===== config.mk =====
export PLATFORM = sky130hd
export DESIGN_NAME = ps2_host_tx
export DESIGN_NICKNAME = d
export VERILOG_FILES = /design/src/rtl/ps2_host_tx.sv
export SDC_FILE = /design/constraint.sdc
export NUM_CORES = 1
export LEC_CHECK = 0
export BUFFER_PORTS_ARGS = -buffer_cell sky130_fd_sc_hd__buf_2
export CORE_MARGIN = 1.5
export CORE_UTILIZATION = 50
export CTS_CLUSTER_SIZE = 14
export DETAILED_ROUTE_END_ITERATION = 16
export PLACE_DENSITY = 0.66
export SLEW_MARGIN = 5
export SYNTH_ARGS = -nofsm -noshare
export SYNTH_HDL_FRONTEND = slang
export SYNTH_SLANG_ARGS = --single-unit

===== constraint.sdc =====
create_clock -name clk -period 2.2 [get_ports clk]
set_clock_uncertainty 0.15 [all_clocks]
set_input_delay 0.33 -clock clk [delete_from_list [all_inputs] [get_ports clk]]
set_output_delay 0.33 -clock clk [all_outputs]
set_load 0.01 [all_outputs]

===== src/rtl/ps2_host_tx.sv =====
// rtl/ps2_host_tx.sv - PS/2 host-to-device command byte transmitter (open-drain via output enables)
// Optional watchdog on device clock falls enabled by PS2_TX_TIMEOUT_EN.
module ps2_host_tx #(
   parameter int INHIBIT_CYCLES = 5000,
   parameter int TIMEOUT_CYCLES = 100000,
   parameter int SYNC_STAGES    = 2
) (
   input  logic       clk,
   input  logic       reset,
   input  logic [7:0] tx_data,
   input  logic       tx_start,
   input  logic       ps2_clk_in,
   input  logic       ps2_data_in,
   output logic       ps2_clk_oe,
   output logic       ps2_data_oe,
   output logic       busy,
   output logic       done,
   output logic       err
);

   localparam int IW = $clog2(INHIBIT_CYCLES + 1);
   localparam int TW = $clog2(TIMEOUT_CYCLES + 1);

`ifdef PS2_TX_TIMEOUT_EN
   localparam bit WDOG_EN = 1'b1;
`else
   localparam bit WDOG_EN = 1'b0;
`endif

   typedef enum logic [2:0] {
      IDLE, INHIBIT, RTS, SEND, STOP, ACK_SAMPLE, WAIT_IDLE
   } state_t;

   state_t state_q, state_d;

   logic [SYNC_STAGES-1:0] clk_sync, data_sync;
   logic clk_s, data_s, clk_prev, fall;

   logic [8:0]    frame_q, frame_d;
   logic [3:0]    idx_q, idx_d;
   logic          bit_q, bit_d;
   logic [IW-1:0] inh_q, inh_d;
   logic [TW-1:0] to_q, to_d;
   logic          done_d, err_d;
   logic          watched, timeout;

   // Idle bus level is high, so synchronisers reset to 1 to avoid a false fall.
   always_ff @(posedge clk or negedge reset) begin
      if (!reset) begin
         clk_sync  <= '1;
         data_sync <= '1;
         clk_prev  <= 1'b1;
      end else begin
         clk_sync  <= {clk_sync[SYNC_STAGES-2:0], ps2_clk_in};
         data_sync <= {data_sync[SYNC_STAGES-2:0], ps2_data_in};
         clk_prev  <= clk_s;
      end
   end

   assign clk_s  = clk_sync[SYNC_STAGES-1];
   assign data_s = data_sync[SYNC_STAGES-1];
   assign fall   = clk_prev & ~clk_s;

   always_ff @(posedge clk or negedge reset) begin
      if (!reset) begin
         state_q <= IDLE;
         frame_q <= '0;
         idx_q   <= '0;
         bit_q   <= 1'b0;
         inh_q   <= '0;
         to_q    <= '0;
         done    <= 1'b0;
         err     <= 1'b0;
      end else begin
         state_q <= state_d;
         frame_q <= frame_d;
         idx_q   <= idx_d;
         bit_q   <= bit_d;
         inh_q   <= inh_d;
         to_q    <= to_d;
         done    <= done_d;
         err     <= err_d;
      end
   end

   assign watched = (state_q == SEND) || (state_q == STOP) ||
                    (state_q == ACK_SAMPLE) || (state_q == WAIT_IDLE);
   assign timeout = WDOG_EN && watched && (to_q == TW'(TIMEOUT_CYCLES));
   assign busy    = (state_q != IDLE);

   always_comb begin
      state_d     = state_q;
      frame_d     = frame_q;
      idx_d       = idx_q;
      bit_d       = bit_q;
      inh_d       = inh_q;
      to_d        = to_q;
      done_d      = 1'b0;
      err_d       = 1'b0;
      ps2_clk_oe  = 1'b0;
      ps2_data_oe = 1'b0;

      if (WDOG_EN && watched) begin
         if (fall)
            to_d = '0;
         else if (to_q != TW'(TIMEOUT_CYCLES))
            to_d = to_q + TW'(1);
      end

      case (state_q)
         IDLE: begin
            if (tx_start) begin
               frame_d = {~^tx_data, tx_data};
               inh_d   = '0;
               state_d = INHIBIT;
            end
         end
         INHIBIT: begin
            ps2_clk_oe = 1'b1;
            if (inh_q >= IW'(INHIBIT_CYCLES - 1))
               state_d = RTS;
            else
               inh_d = inh_q + IW'(1);
         end
         RTS: begin
            ps2_clk_oe  = 1'b1;
            ps2_data_oe = 1'b1;
            bit_d       = 1'b0;
            idx_d       = '0;
            to_d        = '0;
            state_d     = SEND;
         end
         SEND: begin
            // bit_q holds the level on the wire; it starts as the start bit.
            ps2_data_oe = ~bit_q;
            if (fall) begin
               if (idx_q == 4'd9) begin
                  state_d = STOP;
               end else begin
                  bit_d = frame_q[idx_q];
                  idx_d = idx_q + 4'd1;
               end
            end
         end
         STOP: begin
            if (fall)
               state_d = ACK_SAMPLE;
         end
         ACK_SAMPLE: begin
            if (data_s) begin
               err_d   = 1'b1;
               state_d = IDLE;
            end else begin
               state_d = WAIT_IDLE;
            end
         end
         WAIT_IDLE: begin
            if (clk_s && data_s) begin
               done_d  = 1'b1;
               state_d = IDLE;
            end
         end
         default: state_d = IDLE;
      endcase

      if (timeout) begin
         done_d  = 1'b0;
         err_d   = 1'b1;
         state_d = IDLE;
      end
   end

endmodule


==> results of run 1 <==
==> synthesized netlist by cell type, types with 2 or more instances <==
| library cell | count |
|---|---|
| nand2b_1 | 2 |
| nor2_2 | 2 |
| nand2_1 | 41 |
| dfrtp_1 | 32 |
| buf_2 | 4 |
| nand4_1 | 5 |
| o22a_1 | 2 |
| mux2i_1 | 3 |
| xor2_1 | 5 |
| a31oi_1 | 4 |
| or3b_1 | 2 |
| dfstp_2 | 5 |
| nor3_1 | 4 |
| nand3_1 | 7 |
| o21ai_0 | 6 |
| mux4_2 | 2 |
| xnor2_1 | 8 |
| clkbuf_1 | 4 |
| a21oi_1 | 8 |
| nor2_1 | 16 |
| ha_1 | 3 |
| inv_1 | 5 |
==> final cells by class <==
| type | count | area (µm²) | area share, % |
|---|---|---|---|
| multi-input combinational | 148 | 945 | 43.2 |
| sequential | 37 | 932 | 42.6 |
| timing repair buffer | 25 | 150 | 6.86 |
| clock buffer | 6 | 72.6 | 3.32 |
| tap | 48 | 60.1 | 2.74 |
| inverter | 5 | 18.8 | 0.858 |
| clock inverter | 2 | 10.0 | 0.457 |
==> how the worst max path moves through the flow <==
stage,startpoint,end,depth (start not counted)
4_1_cts,state_q[2]$_DFFE_PN0P_,ps2_clk_oe,4
3_5_place_dp,state_q[2]$_DFFE_PN0P_,state_q[0]$_DFFE_PN0P_,4
6_report,state_q[2]$_DFFE_PN0P_,ps2_clk_oe,4
2_1_floorplan,inh_q[8]$_DFFE_PN0P_,state_q[0]$_DFFE_PN0P_,5
3_3_place_gp,state_q[2]$_DFFE_PN0P_,state_q[0]$_DFFE_PN0P_,4
5_1_grt,inh_q[3]$_DFFE_PN0P_,inh_q[11]$_DFFE_PN0P_,5
==> state kept, by name (all words and copies together), names as in the netlist <==
| name | flops |
|---|---|
| bit_q | 1 |
| clk_prev | 1 |
| clk_sync | 2 |
| data_sync | 2 |
| done | 1 |
| err | 1 |
| frame_q | 9 |
| idx_q | 4 |
| inh_q | 13 |
| state_q | 3 |
==> worst max-delay path: stages (launching register included) <==
cell	delay [ns]
dfrtp_1	0.48
nand2b_1	0.23
or2_2	0.33
nand2_1	0.07
buf_2	0.12
==> timing repair <==
action	CTS	global route
hold endpoints to repair	2	0
hold buffers	2	0
resized for setup	1	0
setup endpoints to repair	1	0
==> kinds of logic after synthesis <==
group                    Yosys count
AO/OA/AOI/OAI                     33
XOR/XNOR                          13
adder cells (fa/ha/maj)            3
buffers and inverters             14
flip-flops                        37
multiplexers                       7
AND/OR/NAND/NOR                   92
==> power breakdown <==
group,switching (mW),total [mW],internal [mW],leakage (nW)
logic,0.572,1.03,0.454,0.466
registers,0.172,1.03,0.860,0.476
clock network,0.228,0.448,0.219,0.0450
total,0.972,2.51,1.53,0.987
==> per-stage QoR <==
stage	std cells	hold WS [ns]	setup slack, ns	instance area [µm²]
6_report	271	-0.0203	0.200	2190
5_1_grt	271	0.0486	0.131	2190
4_1_cts	271	0.0117	0.193	2190
3_5_place_dp	261	0.197	0.129	2080
3_3_place_gp	261	0.196	0.200	2080
2_1_floorplan	199	-0.116	0.400	1940
==> per-layer routing <==
layer / GRT usage [%] / share of wire (%)
met1: 27.8 / 48
met2: 31.8 / 48
met3: 5.48 / 3.0
met4: 5.73 / 1.1
met5: 0 / 0
==> qor.csv, run 1 <==
stage,metric,value,unit
placed_design,post-detail-place hpwl,2.72,mm
routing,DRT Pass-1 Iters,4,
logic_synthesis,multiplexer area fraction after synthesis,5.24,%
sta,final hold slack,-0.0203,ns
logic_synthesis,largest family of logic cells by synthesized area,simple AND/OR/NAND/NOR gates,
floorplan,I/O pin total,18,
routing,mean number of vias per cell,5.54,
placed_design,gp weighted congestion,0.827,
sta,period utilisation layout,90.9,%
grt,GR Util All Layers,20.3,%
grt,initial antenna violation count,0,
setup_path,reg2reg end,state_q[0]$_DFFE_PN0P_,
logic_synthesis,Post-Syn Area per Cell,9.73,µm²
floorplan,die width,65.2,µm
setup_path,worst r2r src,clk_prev$_DFF_PN1_,
sta,Max Freq,0.500,GHz
floorplan,row count,22,
logic_synthesis,Mapped Cells,199,
setup_path,reg2reg path depth,5,
sta,RSZ-0062 raised after global routing,false,
layout,"commonest non-fill, non-tap cell in the layout",nand2_1,
flow_run,Max Cap Viol,0,
sta,Worst-Margin Slew,0.809,ns
routing,Avg WL per Cell,13.5,µm
logic_synthesis,cell area after synthesis,1940,µm²
cts,root buffer cell,clkbuf_8,
logic_synthesis,sequential share of the synthesized area,48.2,%
cts,CTS tree,done,
floorplan,Starting Density,52.5,%
logic_synthesis,post-synth top area cell,dfrtp_1,
layout,"Net count, final",238,
sta,final hold violations,32,
layout,final design utilization,59.3,%
logic_synthesis,#FFs+latches synth,37,
setup_path,Crit. End Element,primary output,
setup_path,R2R Setup Slk,0.24,ns
grt,pin count of the biggest net entering global routing,38,
setup_path,Critical Path RT,1.72,ns
pwr,PD cells,1150,nW/µm²
routing,drt total wl,3.66,mm
layout,n_diodes,0,
cts,Worst-Skew Late Latency,0.29,ns
logic_synthesis,Synth warnings,0,
sta,setup_tns,0,ns
grt,first-pass GRT wire length,6.66,mm
cts,clock-pin slew on the worst setup and hold paths,0.07,ns
logic_synthesis,number of synthesized flops with an enable pin,0,
cts,H-tree Lvls,2,
floorplan,Die H,65.2,µm
layout,area grow syn2layout,13.1,%
routing,DRC Markers,0,
sta,Final min period,2.00,ns
sta,max-slew violations,0,
layout,"commonest non-fill, non-tap cells in the layout","nand2_1, dfrtp_1, buf_2, nor2_1",
setup_path,startpoint class of the critical path,register,
logic_synthesis,Yosys top cell area share,41.4,%
pwr,Design Power,2.51,mW
sta,setup violators final,0,
status,status,"complete, but fails checks",
cts,Clock Path Buffers,2,
hold_path,hold crit path type,in2async,
routing,initial drt markers,51,
sta,Slew HR,46.1,%
floorplan,core area,3690,µm²
grt,vias in the first global route,1487,
routing,DRT antenna net count,0,
placed_design,number of port buffers,17,
logic_synthesis,Syn Nets,215,
logic_synthesis,Synth Area in Adders,1.94,%
pwr,VDD IR-drop max,590,µV
logic_synthesis,XOR/XNOR share of the synthesized area,5.88,%
logic_synthesis,ys async rst share,100,%
logic_synthesis,Synth Area in Compound Gates,12.6,%
logic_synthesis,Area contributors post-synth,"dfrtp_1, nand2_1, dfstp_2, xnor2_1, nor2_1",
cts,clock sink total,37,
setup_path,Crit Path Category,reg2out,
layout,layout cells sized above 1,22.4,%
setup_path,worst endpoint data arrival time,1.52,ns
cts,postcts setup bufs,0,
cts,CTS Buf Count,5,
logic_synthesis,unique cell type count in the Yosys netlist,51,
floorplan,die area,4250,µm²
logic_synthesis,Simple-Gate Fraction of Synth Area,23.0,%
pwr,leakage power,0.987,nW
grt,gr ovfl total,0,
logic_synthesis,Synth Flop Type,dfrtp_1,
layout,filler instances,332,
status,failing checks,negative hold slack,
setup_path,largest fanout on the critical path,11,
routing,via count,1500,
(Power assumes the default switching activity.)
==> inputs of run 2 (changes only) <==
Settings changed: CORE_ASPECT_RATIO set to 0.5.
==> run 2 against run 1 <==
The run still ends with negative hold slack left. Largest power group is now combinational logic. Critical endpoint unchanged. Fmax down 1.5%. Sequential cell count unchanged. First-iteration DRC count down 3.9%. Worst setup slack worse by 0.030 ns. Routed wire length up 3.1%.
==> qor.csv, run 2 (synthesis gave the netlist of run 1 again) <==
stage,metric,value,unit,change
setup_path,startpoint class of the critical path,register,,
layout,Biggest register,inh_q,,
sta,Max Freq,0.493,GHz,-1.5%
setup_path,Crit. End Element,primary output,,
layout,area of the multi-input gates,942,µm²,-0.26%
layout,"Net count, final",241,,+1.3%
cts,CTS resizes,0,,-1
placed_design,placed insts,267,,+2.3%
cts,hold-fix buffers at CTS,2,,unchanged
sta,final hold violations,5,,-84%
sta,period utilisation layout,92.3,%,+1.3 points
sta,Worst-Margin Slew,0.826,ns,+0.0175 ns
floorplan,core area,3570,µm²,-3.3%
layout,n_diodes,0,,unchanged
grt,first-pass GRT wire length,6.15,mm,-7.6%
routing,DRT Pass-1 Iters,4,,unchanged
floorplan,die area,4280,µm²,+0.53%
sta,setup_tns,0,ns,unchanged
cts,Clock Path Buffers,2,,unchanged
cts,root buffer cell,clkbuf_8,,
setup_path,worst r2r src,idx_q[0]$_DFFE_PN0P_,,
layout,"commonest non-fill, non-tap cell in the layout",nand2_1,,
placed_design,post-detail-place hpwl,2.71,mm,about the same
setup_path,worst endpoint data arrival time,1.55,ns,+0.03 ns
layout,register area,932,µm²,unchanged
sta,setup violators final,0,,unchanged
routing,via count,1504,,+0.27%
placed_design,gp weighted congestion,0.799,,-3.4%
layout,"commonest non-fill, non-tap cells in the layout","nand2_1, dfrtp_1, buf_2, nor2_1, buf_4",,
routing,initial drt markers,49,,-3.9%
routing,Avg WL per Cell,13.6,µm,+0.88%
sta,final hold slack,-0.00501,ns,+0.0152 ns
hold_path,hold crit path type,in2async,,
placed_design,number of port buffers,17,,unchanged
flow_run,Max Cap Viol,0,,unchanged
grt,gr ovfl total,0,,unchanged
pwr,Design Power,2.52,mW,+0.58%
sta,worst setup margin,0.170,ns,-0.0295 ns
cts,clock-pin slew on the worst setup and hold paths,0.07,ns,about the same
routing,drt total wl,3.77,mm,+3.1%
placed_design,placed inst area,2110,µm²,+1.3%
sta,Final min period,2.03,ns,+0.0295 ns
status,failing checks,negative hold slack,,
cts,CTS tree,done,,
grt,initial antenna violation count,0,,unchanged
sta,Slew HR,44.9,%,-1.2 points
status,status,"complete, but fails checks",,
setup_path,Critical Path RT,1.72,ns,about the same
floorplan,Starting Density,54.3,%,+1.8 points
grt,GR Util All Layers,19.3,%,-0.92 points
cts,postcts setup bufs,0,,unchanged
sta,RSZ-0062 raised after global routing,false,,
layout,layout cells sized above 1,22.6,%,+0.14 points
layout,final design utilization,62.0,%,+2.7 points
floorplan,die width,91.0,µm,+40%
layout,post-route cell area,2210,µm²,+1.0%
layout,area grow syn2layout,14.2,%,
sta,max-slew violations,0,,unchanged
routing,mean number of vias per cell,5.43,,-1.9%
cts,Worst-Skew Late Latency,0.28,ns,about the same
layout,Regs by FF count,"inh_q x13, frame_q x9, idx_q x4",,
layout,"non-filler cells, final",277,,+2.2%
floorplan,row count,15,,-32%
cts,CTS Buf Count,5,,unchanged
cts,H-tree Lvls,2,,unchanged
routing,DRT antenna net count,0,,unchanged
setup_path,Crit Path Category,reg2out,,
pwr,VDD IR-drop max,459,µV,-22%
grt,pin count of the biggest net entering global routing,38,,unchanged
placed_design,Place WS,0.200,ns,+0.0715 ns
routing,DRC Markers,0,,unchanged
floorplan,Die H,47.0,µm,-28%
layout,max reg flops,13,,unchanged
setup_path,CP Launch Point,state_q[1]$_DFFE_PN0P_,,
cts,clock sink total,37,,unchanged
floorplan,I/O pin total,18,,unchanged
pwr,leakage power,0.997,nW,+1.1%
pwr,PD cells,1140,nW/µm²,-0.45%
layout,filler instances,317,,-4.5%
grt,vias in the first global route,1301,,-13%
setup_path,largest fanout on the critical path,14,,+3
==> run 2: changes by cell type in the layout (fill, tap and decap cells not counted), sizes merged <==
cell	change
buf	+3
clkbuf	+1
clkinv	-1
==> run 2: final cells by class <==
class | instances | area share [%]
multi-input cells | 148 | 42.6
well taps | 51 | 2.89
clock inverters | 1 | 0.226
inverters | 5 | 0.849
clock buffers | 7 | 3.45
repair buffers | 28 | 7.81
flip-flops and latches | 37 | 42.2
==> run 2: routing by layer <==
metal	track usage [%]	routed length, µm	vias up
met3	5.34	184	2
met4	3.44	8	0
met5	0	0	-
li1	-	-	746
met1	27.4	1920	717
met2	30.9	1660	39
==> run 2: where the power goes <==
group	total (mW)	switching [mW]	internal, mW
Sequential	1.02	0.157	0.860
Combinational	1.05	0.580	0.473
Clock	0.450	0.228	0.222
==> run 2: final timing paths <==
check	cells past startpoint	end	slack [ns]
hold reg to reg	0	data_sync[1]$_DFF_PN1_	0.20
hold / removal	1	inh_q[6]$_DFFE_PN0P_	-0.005
setup / recovery	4	ps2_clk_oe	0.17
setup reg to reg	6	idx_q[3]$_DFFE_PN0P_	0.21
min in group clk	3	frame_q[2]$_DFFE_PN0P_	0.12
max in group asynchronous	1	done$_DFF_PN0_	1.38
==> run 2: critical path: stages, from the launching register on <==
cell	delay (ns)
dfrtp_1	0.44
or3b_1	0.42
buf_4	0.21
nand2_1	0.08
buf_2	0.12
==> inputs of run 3 (changes only) <==
Clock period 2.2 ns to 2.1 ns, I/O delays scaled along.
==> run 3 against run 2 <==
The flow now finishes without violations. Utilization rose by 1.4 points. Sequential power rose by 5%. Routed wire length rose by 5.6%. Design area rose by 2.3%. Critical path depth did not move. Sequential share of layout area fell by 0.82 points. Worst setup slack got worse by 0.068 ns. Largest power group unchanged.
==> qor.csv, run 3 (synthesis gave the netlist of run 1 again) <==
stage,metric,value,unit,change
layout,max reg flops,13,,unchanged
floorplan,Die H,47.0,µm,unchanged
layout,n_diodes,0,,unchanged
pwr,P_int,1.69,mW,+8.8%
cts,clock sink total,37,,unchanged
layout,area grow syn2layout,16.8,%,
sta,RSZ-0062 raised after global routing,false,,
pwr,VDD IR-drop max,578,µV,+26%
setup_path,reg2reg path depth,5,,-1
routing,DRT antenna net count,0,,unchanged
floorplan,row count,15,,unchanged
grt,gr ovfl total,0,,unchanged
layout,post-route cell area,2260,µm²,+2.3%
sta,Max Freq,0.500,GHz,
sta,Final min period,2.00,ns,
setup_path,Crit. End Element,primary output,,
placed_design,number of port buffers,17,,unchanged
layout,Biggest register,inh_q,,
setup_path,Critical Path RT,1.63,ns,-0.09 ns
grt,initial antenna violation count,0,,unchanged
placed_design,gp weighted congestion,0.802,,+0.36%
routing,DRT Pass-1 Iters,4,,unchanged
grt,GR Util All Layers,21.0,%,+1.7 points
sta,setup violators final,0,,unchanged
sta,period utilisation layout,95.1,%,
floorplan,I/O pin total,18,,unchanged
pwr,switching power,1.06,mW,+10%
hold_path,HP Start,tx_data[3],,
floorplan,die width,91.0,µm,unchanged
cts,root buffer cell,clkbuf_8,,
routing,mean number of vias per cell,5.37,,-1.1%
sta,final hold slack,0.0919,ns,+0.0969 ns
setup_path,R2R Setup Slk,0.13,ns,-0.08 ns
layout,filler instances,300,,-5.4%
routing,DRC Markers,0,,unchanged
layout,Regs by FF count,"inh_q x13, frame_q x9, idx_q x4",,
pwr,Design Power,2.75,mW,+9.2%
layout,area of the multi-input gates,945,µm²,+0.27%
hold_path,hold crit path type,in2reg,,
layout,"commonest non-fill, non-tap cells in the layout","nand2_1, dfrtp_1, buf_2, nor2_1, buf_4",,
pwr,sequential share of power,38.8,%,-1.5 points
layout,"Net count, final",245,,+1.7%
pwr,leakage power,1.02,nW,+2.2%
cts,CTS tree,done,,
pwr,PD cells,1220,nW/µm²,+6.8%
routing,Avg WL per Cell,14.2,µm,+4.1%
layout,"commonest non-fill, non-tap cell in the layout",nand2_1,,
routing,initial drt markers,61,,+24%
cts,H-tree Lvls,2,,unchanged
setup_path,largest fanout on the critical path,14,,unchanged
grt,pin count of the biggest net entering global routing,38,,unchanged
hold_path,"Endpoint, Worst Hold",frame_q[3]$_DFFE_PN0P_,,
routing,drt total wl,3.98,mm,+5.6%
setup_path,reg2reg end,state_q[0]$_DFFE_PN0P_,,
floorplan,core area,3570,µm²,unchanged
sta,final hold violations,0,,-5
cts,CTS Buf Count,5,,unchanged
sta,setup_tns,0,ns,unchanged
hold_path,Hold Crit Depth,3,,
routing,via count,1509,,+0.33%
floorplan,die area,4280,µm²,unchanged
grt,vias in the first global route,1386,,+6.5%
flow_run,Max Cap Viol,0,,unchanged
cts,Worst-Skew Late Latency,0.29,ns,about the same
placed_design,placed inst area,2130,µm²,+1.1%
pwr,Comb power frac,42.1,%,+0.3 points
setup_path,startpoint class of the critical path,register,,
floorplan,Starting Density,54.3,%,unchanged
setup_path,worst endpoint data arrival time,1.53,ns,-0.02 ns
pwr,clock share of power,19.0,%,+1.1 points
cts,clock-pin slew on the worst setup and hold paths,0.08,ns,about the same
layout,register area,935,µm²,+0.27%
sta,Worst-Margin Slew,0.462,ns,-0.364 ns
status,status,"finished, final reports clean",,
grt,first-pass GRT wire length,6.67,mm,+8.4%
placed_design,post-detail-place hpwl,2.88,mm,+5.9%
sta,max-slew violations,0,,unchanged
setup_path,worst r2r src,clk_prev$_DFF_PN1_,,
setup_path,Crit Path Category,reg2out,,
layout,layout cells sized above 1,24.8,%,+2.2 points
pwr,switch share,38.5,%,+0.25 points
sta,Slew HR,69.2,%,+24 points
cts,Clock Path Buffers,2,,unchanged
==> run 3: worst max-delay path by stage <==
stage,end,cells after the start,startpoint
3_3_place_gp,state_q[0]$_DFFE_PN0P_,5,clk_prev$_DFF_PN1_
6_report,ps2_clk_oe,4,state_q[1]$_DFFE_PN0P_
3_5_place_dp,state_q[0]$_DFFE_PN0P_,5,clk_prev$_DFF_PN1_
4_1_cts,ps2_clk_oe,4,state_q[0]$_DFFE_PN0P_
2_1_floorplan,state_q[0]$_DFFE_PN0P_,5,inh_q[8]$_DFFE_PN0P_
5_1_grt,state_q[0]$_DFFE_PN0P_,5,clk_prev$_DFF_PN1_
==> run 3: cell type report <==
class | count | area share [%]
Clock inverter | 1 | 0.332
Sequential cell | 37 | 41.3
Timing Repair Buffer | 32 | 9.08
Tap cell | 51 | 2.82
Multi-Input combinational cell | 148 | 41.8
Clock buffer | 7 | 3.82
Inverter | 5 | 0.830
==> run 3: timing repair <==
action,CTS,global route
endpoints found under the setup margin,0,1
resized for setup,0,3
hold endpoints to repair,34,0
buffers inserted,0,0
hold buffers,3,0
==> run 3: power groups by stage <==
stage,clock network (mW),logic (mW),registers (mW)
3_5_place_dp,0,1.15,1.07
5_1_grt,0.573,1.29,1.09
6_report,0.524,1.16,1.07
2_1_floorplan,0,0.851,1.02
3_3_place_gp,0,1.12,1.06
4_1_cts,0.532,1.16,1.06
==> run 3: critical path, cell delays in order, from the launching register on <==
cell,delay (ns)
dfrtp_2,0.44
or3b_1,0.39
buf_4,0.20
nand2_1,0.08
buf_2,0.12
==> run 3: metrics by stage <==
stage / utilization, % / cells / setup slack [ns]
after detailed placement: 59.8 / 270 / 0.174
after CTS: 63.3 / 281 / 0.0447
final: 63.4 / 281 / 0.102
after global placement: 59.8 / 270 / 0.203
after floorplan: - / 199 / 0.300
after global routing: 63.4 / 281 / 0.00659
==> run 3: per-layer routing <==
metal  routed length (µm)  up-vias  global-route usage (%)
met5                    0        -                       0
met1                 2060      729                    29.5
met2                 1750       26                    32.8
met4                    8        0                    5.63
met3                  168        2                    5.83
li1                     -      752                       -
